$ cat config.mk
export PLATFORM = sky130hd
export DESIGN_NAME = mem_stage_lsu_flat
export DESIGN_NICKNAME = d
export VERILOG_FILES = /design/src/rtl/mem_stage_lsu_if.sv /design/src/rtl/mem_stage_lsu.sv /design/src/flat_wrapper.sv
export SDC_FILE = /design/constraint.sdc
export NUM_CORES = 1
export LEC_CHECK = 0
export BUFFER_PORTS_ARGS = -buffer_cell sky130_fd_sc_hd__buf_2
export CORE_AREA = 2 2 122 124
export CTS_CLUSTER_SIZE = 14
export DETAILED_ROUTE_END_ITERATION = 8
export DIE_AREA = 0 0 124 126
export PLACE_DENSITY = 0.68
export SKIP_LAST_GASP = 1
export SYNTH_ARGS = -nofsm -noshare
export SYNTH_HDL_FRONTEND = slang
export SYNTH_SLANG_ARGS = --single-unit
$ cat constraint.sdc
create_clock -name clk -period 2.1 [get_ports clk]
set_input_delay 0 -clock clk [delete_from_list [all_inputs] [get_ports clk]]
set_output_delay 0 -clock clk [all_outputs]
set_load 0.03 [all_outputs]
$ cat src/rtl/mem_stage_lsu_if.sv
// Data-memory port of the MEM-stage load/store unit.
//   req    master->slave  access request (held until ready or abort)
//   we     master->slave  1 = write
//   addr   master->slave  word-aligned byte address
//   wdata  master->slave  store data, lane-replicated
//   be     master->slave  byte enables
//   ready  slave->master  access completes in a cycle with req && ready
//   rdata  slave->master  read word, valid with ready
interface mem_stage_lsu_if #(
    parameter int DATA_LENGTH = 32
);
    logic                     req;
    logic                     we;
    logic [DATA_LENGTH-1:0]   addr;
    logic [DATA_LENGTH-1:0]   wdata;
    logic [DATA_LENGTH/8-1:0] be;
    logic                     ready;
    logic [DATA_LENGTH-1:0]   rdata;

    modport master (output req, we, addr, wdata, be, input  ready, rdata);
    modport slave  (input  req, we, addr, wdata, be, output ready, rdata);
endinterface

$ cat src/rtl/mem_stage_lsu.sv
// MEM-stage load/store unit. Issues loads/stores on the data-memory port,
// aligns and extends load data, picks the write-back value and stalls the
// pipeline while an access is outstanding.
// Ports:
//   clk, rst_n          clock, async active-low reset
//   i_inst/i_alu_out/i_rs2_data/i_pc/i_rd/i_regWEn/i_wbsel  EX/MEM register
//   dmem                data-memory port (master side)
//   o_inst, o_rd        pass-through to the WB register
//   o_wbout, o_regWEn   write-back value and gated write enable
//   o_stall             freeze PC and IF/ID/EX/MEM registers
//   o_misalign          misaligned access (combinational)
//   o_bus_err           one-cycle pulse when an access times out
module mem_stage_lsu #(
    parameter int DATA_LENGTH     = 32,
    parameter int REG_ADDR_LENGTH = 5,
    parameter int INST_LENGTH     = 32,
    parameter int TIMEOUT         = 15
) (
    input  logic                       clk,
    input  logic                       rst_n,
    input  logic [INST_LENGTH-1:0]     i_inst,
    input  logic [DATA_LENGTH-1:0]     i_alu_out,
    input  logic [DATA_LENGTH-1:0]     i_rs2_data,
    input  logic [DATA_LENGTH-1:0]     i_pc,
    input  logic [REG_ADDR_LENGTH-1:0] i_rd,
    input  logic                       i_regWEn,
    input  logic [1:0]                 i_wbsel,
    mem_stage_lsu_if.master            dmem,
    output logic [INST_LENGTH-1:0]     o_inst,
    output logic [REG_ADDR_LENGTH-1:0] o_rd,
    output logic [DATA_LENGTH-1:0]     o_wbout,
    output logic                       o_regWEn,
    output logic                       o_stall,
    output logic                       o_misalign,
    output logic                       o_bus_err
);
    localparam logic [6:0] OP_LOAD  = 7'b0000011;
    localparam logic [6:0] OP_STORE = 7'b0100011;
    // Abort on the TIMEOUT-th REQ cycle; cnt holds REQ cycles already elapsed.
    localparam logic [3:0] CNT_LAST = 4'(TIMEOUT - 1);

    typedef enum logic [1:0] {IDLE, REQ, RESP} state_t;

    state_t                 state;
    logic                   req_q, we_q, err_q;
    logic [3:0]             cnt;
    logic [DATA_LENGTH-1:0] rdata_q;

    logic [6:0] opcode;
    logic [2:0] funct3;
    logic [1:0] a_lo;
    logic       is_load, is_store, mem_op, misaligned;

    assign opcode   = i_inst[6:0];
    assign funct3   = i_inst[14:12];
    assign a_lo     = i_alu_out[1:0];
    assign is_load  = (opcode == OP_LOAD);
    assign is_store = (opcode == OP_STORE);
    assign mem_op   = is_load | is_store;
    // funct3[1:0]: 00 byte, 01 half, 10 word (shared by loads and stores)
    assign misaligned = mem_op &&
                        (((funct3[1:0] == 2'b01) && a_lo[0]) ||
                         ((funct3[1:0] == 2'b10) && (a_lo != 2'b00)));

    always_ff @(posedge clk or negedge rst_n) begin
        if (!rst_n) begin
            state   <= IDLE;
            req_q   <= 1'b0;
            we_q    <= 1'b0;
            err_q   <= 1'b0;
            cnt     <= '0;
            rdata_q <= '0;
            o_bus_err <= 1'b0;
        end else begin
            o_bus_err <= 1'b0;
            case (state)
                IDLE: begin
                    cnt   <= '0;
                    err_q <= 1'b0;
                    if (mem_op && !misaligned) begin
                        state <= REQ;
                        req_q <= 1'b1;
                        we_q  <= is_store;
                    end
                end
                REQ: begin
                    if (dmem.ready) begin
                        rdata_q <= dmem.rdata;
                        req_q   <= 1'b0;
                        we_q    <= 1'b0;
                        state   <= RESP;
                    end else if (cnt == CNT_LAST) begin
                        req_q     <= 1'b0;
                        we_q      <= 1'b0;
                        err_q     <= 1'b1;
                        o_bus_err <= 1'b1;
                        state     <= RESP;
                    end else begin
                        cnt <= cnt + 4'd1;
                    end
                end
                RESP: begin
                    cnt   <= '0;
                    state <= IDLE;
                end
                default: state <= IDLE;
            endcase
        end
    end

    // Gated by rst_n so a reset mid-access releases the pipeline at once.
    assign o_stall = rst_n && ((state == REQ) ||
                               ((state == IDLE) && mem_op && !misaligned));

    assign dmem.req  = req_q;
    assign dmem.we   = we_q;
    assign dmem.addr = {i_alu_out[DATA_LENGTH-1:2], 2'b00};

    always_comb begin
        dmem.be    = '0;
        dmem.wdata = i_rs2_data;
        if (is_store) begin
            case (funct3[1:0])
                2'b00: begin
                    dmem.be    = 4'b0001 << a_lo;
                    dmem.wdata = {4{i_rs2_data[7:0]}};
                end
                2'b01: begin
                    dmem.be    = a_lo[1] ? 4'b1100 : 4'b0011;
                    dmem.wdata = {2{i_rs2_data[15:0]}};
                end
                default: dmem.be = 4'b1111;
            endcase
        end
    end

    // Load lane extraction: bring the addressed byte/half down to bit 0.
    logic [DATA_LENGTH-1:0] shifted, load_data;
    assign shifted = rdata_q >> {a_lo, 3'b000};

    always_comb begin
        load_data = shifted;
        case (funct3)
            3'b000:  load_data = {{(DATA_LENGTH-8){shifted[7]}},   shifted[7:0]};
            3'b001:  load_data = {{(DATA_LENGTH-16){shifted[15]}}, shifted[15:0]};
            3'b100:  load_data = {{(DATA_LENGTH-8){1'b0}},         shifted[7:0]};
            3'b101:  load_data = {{(DATA_LENGTH-16){1'b0}},        shifted[15:0]};
            default: load_data = shifted;
        endcase
    end

    always_comb begin
        case (i_wbsel)
            2'b00:   o_wbout = load_data;
            2'b10:   o_wbout = i_pc + DATA_LENGTH'(4);
            default: o_wbout = i_alu_out;
        endcase
    end

    assign o_regWEn   = i_regWEn && !misaligned && !((state == RESP) && err_q);
    assign o_misalign = misaligned;
    assign o_inst     = i_inst;
    assign o_rd       = i_rd;
endmodule
$ cat src/flat_wrapper.sv
// flat-port wrapper written by rule: the top's interface ports become plain ports
module mem_stage_lsu_flat 
#(
    parameter int DATA_LENGTH     = 32,
    parameter int REG_ADDR_LENGTH = 5,
    parameter int INST_LENGTH     = 32,
    parameter int TIMEOUT         = 15
)
  (clk, rst_n, i_inst, i_alu_out, i_rs2_data, i_pc, i_rd, i_regWEn, i_wbsel, o_inst, o_rd, o_wbout, o_regWEn, o_stall, o_misalign, o_bus_err, dmem_req, dmem_we, dmem_addr, dmem_wdata, dmem_be, dmem_ready, dmem_rdata);
  mem_stage_lsu_if #(.DATA_LENGTH(DATA_LENGTH)) dmem_i ();
  input  logic clk;
  input  logic rst_n;
  input  logic [INST_LENGTH-1:0] i_inst;
  input  logic [DATA_LENGTH-1:0] i_alu_out;
  input  logic [DATA_LENGTH-1:0] i_rs2_data;
  input  logic [DATA_LENGTH-1:0] i_pc;
  input  logic [REG_ADDR_LENGTH-1:0] i_rd;
  input  logic i_regWEn;
  input  logic [1:0] i_wbsel;
  output logic [INST_LENGTH-1:0] o_inst;
  output logic [REG_ADDR_LENGTH-1:0] o_rd;
  output logic [DATA_LENGTH-1:0] o_wbout;
  output logic o_regWEn;
  output logic o_stall;
  output logic o_misalign;
  output logic o_bus_err;
  output wire logic [$bits(dmem_i.req)-1:0] dmem_req;
  output wire logic [$bits(dmem_i.we)-1:0] dmem_we;
  output wire logic [$bits(dmem_i.addr)-1:0] dmem_addr;
  output wire logic [$bits(dmem_i.wdata)-1:0] dmem_wdata;
  output wire logic [$bits(dmem_i.be)-1:0] dmem_be;
  input wire logic [$bits(dmem_i.ready)-1:0] dmem_ready;
  input wire logic [$bits(dmem_i.rdata)-1:0] dmem_rdata;
  assign dmem_req = dmem_i.req;
  assign dmem_we = dmem_i.we;
  assign dmem_addr = dmem_i.addr;
  assign dmem_wdata = dmem_i.wdata;
  assign dmem_be = dmem_i.be;
  assign dmem_i.ready = dmem_ready;
  assign dmem_i.rdata = dmem_rdata;
  mem_stage_lsu #(.DATA_LENGTH(DATA_LENGTH), .REG_ADDR_LENGTH(REG_ADDR_LENGTH), .INST_LENGTH(INST_LENGTH), .TIMEOUT(TIMEOUT)) u_core (.clk(clk), .rst_n(rst_n), .i_inst(i_inst), .i_alu_out(i_alu_out), .i_rs2_data(i_rs2_data), .i_pc(i_pc), .i_rd(i_rd), .i_regWEn(i_regWEn), .i_wbsel(i_wbsel), .dmem(dmem_i), .o_inst(o_inst), .o_rd(o_rd), .o_wbout(o_wbout), .o_regWEn(o_regWEn), .o_stall(o_stall), .o_misalign(o_misalign), .o_bus_err(o_bus_err));
endmodule
==> flow_summary.ini <==
[run_status]
status = completed

[sta]
hold_viol = 0
fin_crit_ns = 2.05
slew_headroom_pct = 63.6
max_freq_ghz = 0.488
period_share_pct = 97.6
finalSetupViolations = 0
slew_viol_final = 0
worst_pin_slew_ns = 0.546
skew_ns = 0.00578

[setup_path]
worstSetupPathType = reg2out
endpoint_kind = output port
path_max_fanout = 8
worstPathRequired_ns = 2.10
cp-start-kind = flop
cp.arrival_ns = 2.05

[placed_design]
placed_cells = 865
gp_congestion = 0.857
dpl.hpwl_mm = 13.4
portBuffers = 257

[drt]
ant_nets = 0
vias = 4508
drc = 0
viasPerCell = 4.95
wire_per_inst_um = 17.9
dr.first_iter.drc_count = 231
routed_wl_mm = 16.3
first_pass_iters = 5

[synth]
syn_inst = 511
ys.flop_type = dfrtp_1
synth_top_area_share_pct = 23.5
yosys.area.top_type = dfrtp_1
yosysWarnings = 0
synth_area_leaders = dfrtp_1 (23%), mux2_2 (19%), buf_4 (13%)
async_flop_share_pct = 100
ys_seq_elements = 42
synth.avg_cell_area_um2 = 8.76
synth_edf_count = 0
yosysSeqAreaShare_pct = 23.5
synth_cell_type_count = 53
netlist_area_mm2 = 0.00448

[grt]
grt_usage_pct = 19.7
grt_max_degree = 43
antenna_found_initial = 1
grt_pass1_vias = 4373
gr-total-overflow = 0
grt_pass1_wl_mm = 23.9

[die]
die_area_mm2 = 0.0156
fp-row-count = 44
core_mm2 = 0.0143
die_w_um = 124
start_util_pct = 31.3
die_y_um = 126
io_pins = 314

[clock_network]
cts_htree_levels = 2
clk_latency_ns = 0.28
cts_sinks = 42
path_clk_slew_ns = 0.06
clockRootBuffer = clkbuf_16
cts_tree = built
clk_path_buf_depth = 2
cts_buffers = 5

[final_layout]
nFillCells = 1475
final_cells = 911
nets = 899
area_growth_pct = 34.7
layout-drive-gt1-share_pct = 51.4

[power_and_ir_drop]
leakage_nw = 3.02
powerDensity_mw_per_mm2 = 558
total_power_mw = 3.37
ir_worst_vdd_v = 0.000380

[job]
drv_cap = 0

[hold_path]
holdCritPathClass = in2out
## registers in the layout (all words and copies together), names as in the netlist
name	cells
u_core.rdata_q	32
u_core.cnt	4
u_core.state	2
u_core.dmem.req	1
u_core.dmem.we	1
u_core.err_q	1
u_core.o_bus_err	1
## placed cells by master (no fill, tap or decap), drive strengths merged, types with 6 or more instances in the layout
cell type / instances
buf: 277
mux2: 74
dfrtp: 42
nand2: 41
dlygate4sd3: 34
nor2: 23
mux2i: 21
o21ai: 20
xor2: 19
nand3: 18
a21oi: 18
o211ai: 15
a22oi: 14
inv: 11
xnor2: 10
nand4: 10
and2: 8
and3: 8
a221oi: 7
nor2b: 6
## per-stage QoR
step | setup TNS [ns] | setup WS [ns] | instance area (µm²) | utilization [%] | hold WS (ns)
final | 0 | 0.0498 | 6030 | 42.1 | 0.0000116
after CTS | 0 | 0.0287 | 5970 | 41.7 | 0.000205
after global placement | 0 | 0.331 | 5440 | 38.0 | 0.000205
after detailed placement | 0 | 0.294 | 5440 | 38.0 | 0.000205
after floorplan | 0 | 0.264 | 4480 | - | -0.296
after global routing | -0.0522 | -0.0110 | 6030 | 42.1 | 0.0000900
## per-layer routing
layer	GRT usage, %	vias up	wire, µm
li1	-	2181	-
met1	26.5	2114	7110
met2	32.5	191	7730
met3	3.76	22	1070
met4	4.69	0	400
met5	0	-	0
## power by group
group          total [mW]  switching, mW  internal, mW
Combinational        1.31          0.757         0.553
Sequential           1.06          0.121         0.942
Clock               0.995          0.312         0.683
Total                3.37           1.19          2.18
## critical path, cell delays in order (launching register included)
cell and delay (ns):
dfrtp_1 0.42, mux4_2 0.53, mux2_4 0.30, nand2_4 0.10, buf_8 0.14, o211ai_1 0.10, buf_4 0.19
## logic make-up after synthesis
| family | after synthesis | synth area share [%] |
|---|---|---|
| AO/OA/AOI/OAI | 87 | 12.9 |
| buffers and inverters | 116 | 16.8 |
| adder cells (fa/ha/maj) | 3 | 0.839 |
| XOR/XNOR | 29 | 5.67 |
| multiplexers | 96 | 23.8 |
| flip-flops | 42 | 23.5 |
| other | 1 | 0.0838 |
| AND/OR/NAND/NOR | 137 | 16.4 |
## cell usage after synthesis (3+ instances only)
library cell	count
dfrtp_1	42
buf_2	5
nand3_1	18
o21ai_0	20
a22oi_1	14
mux2i_1	21
nor3_1	5
xnor2_1	10
buf_1	4
ha_1	3
o211ai_1	14
a221oi_1	7
and2_1	8
nor2b_1	6
mux2_2	74
a21oi_1	18
and4_1	4
inv_1	11
nor2_1	22
and3_2	3
xor2_1	19
nand4_1	9
nand2_1	41
and3_1	5
buf_4	78
clkbuf_1	15
## worst paths after layout
check	slack, ns	endpoint	cells after the start	from
setup reg to reg	0.36	u_core.cnt[3]	7	u_core.cnt[0]
max in group asynchronous	1.37	u_core.rdata_q[30]	3	rst_n
hold / removal	0.00001	o_rd[4]	0	i_rd[4]
setup / recovery	0.05	o_wbout[22]	6	u_core.rdata_q[31]
hold reg to reg	0.51	u_core.dmem.req	2	u_core.dmem.req
min in group asynchronous	0.36	u_core.o_bus_err	3	rst_n
## area by class of cell
type | instances | area [µm²] | share of cell area [%]
Inverter | 11 | 41.3 | 0.685
Antenna cell | 1 | 2.50 | 0.0415
Clock buffer | 5 | 125 | 2.07
Sequential cell | 42 | 1050 | 17.4
Tap cell | 184 | 230 | 3.82
Clock inverter | 3 | 68.8 | 1.14
Multi-Input combinational cell | 354 | 2690 | 44.6
Timing Repair Buffer | 311 | 1820 | 30.2
## timing repair
item,CTS,global route
gates cloned,0,1
buffers inserted,0,2
resized for setup,1,15
setup endpoints to repair,4,18
endpoints found under the hold margin,74,1
hold buffers,33,1
Power figures use the tool's default switching activity.
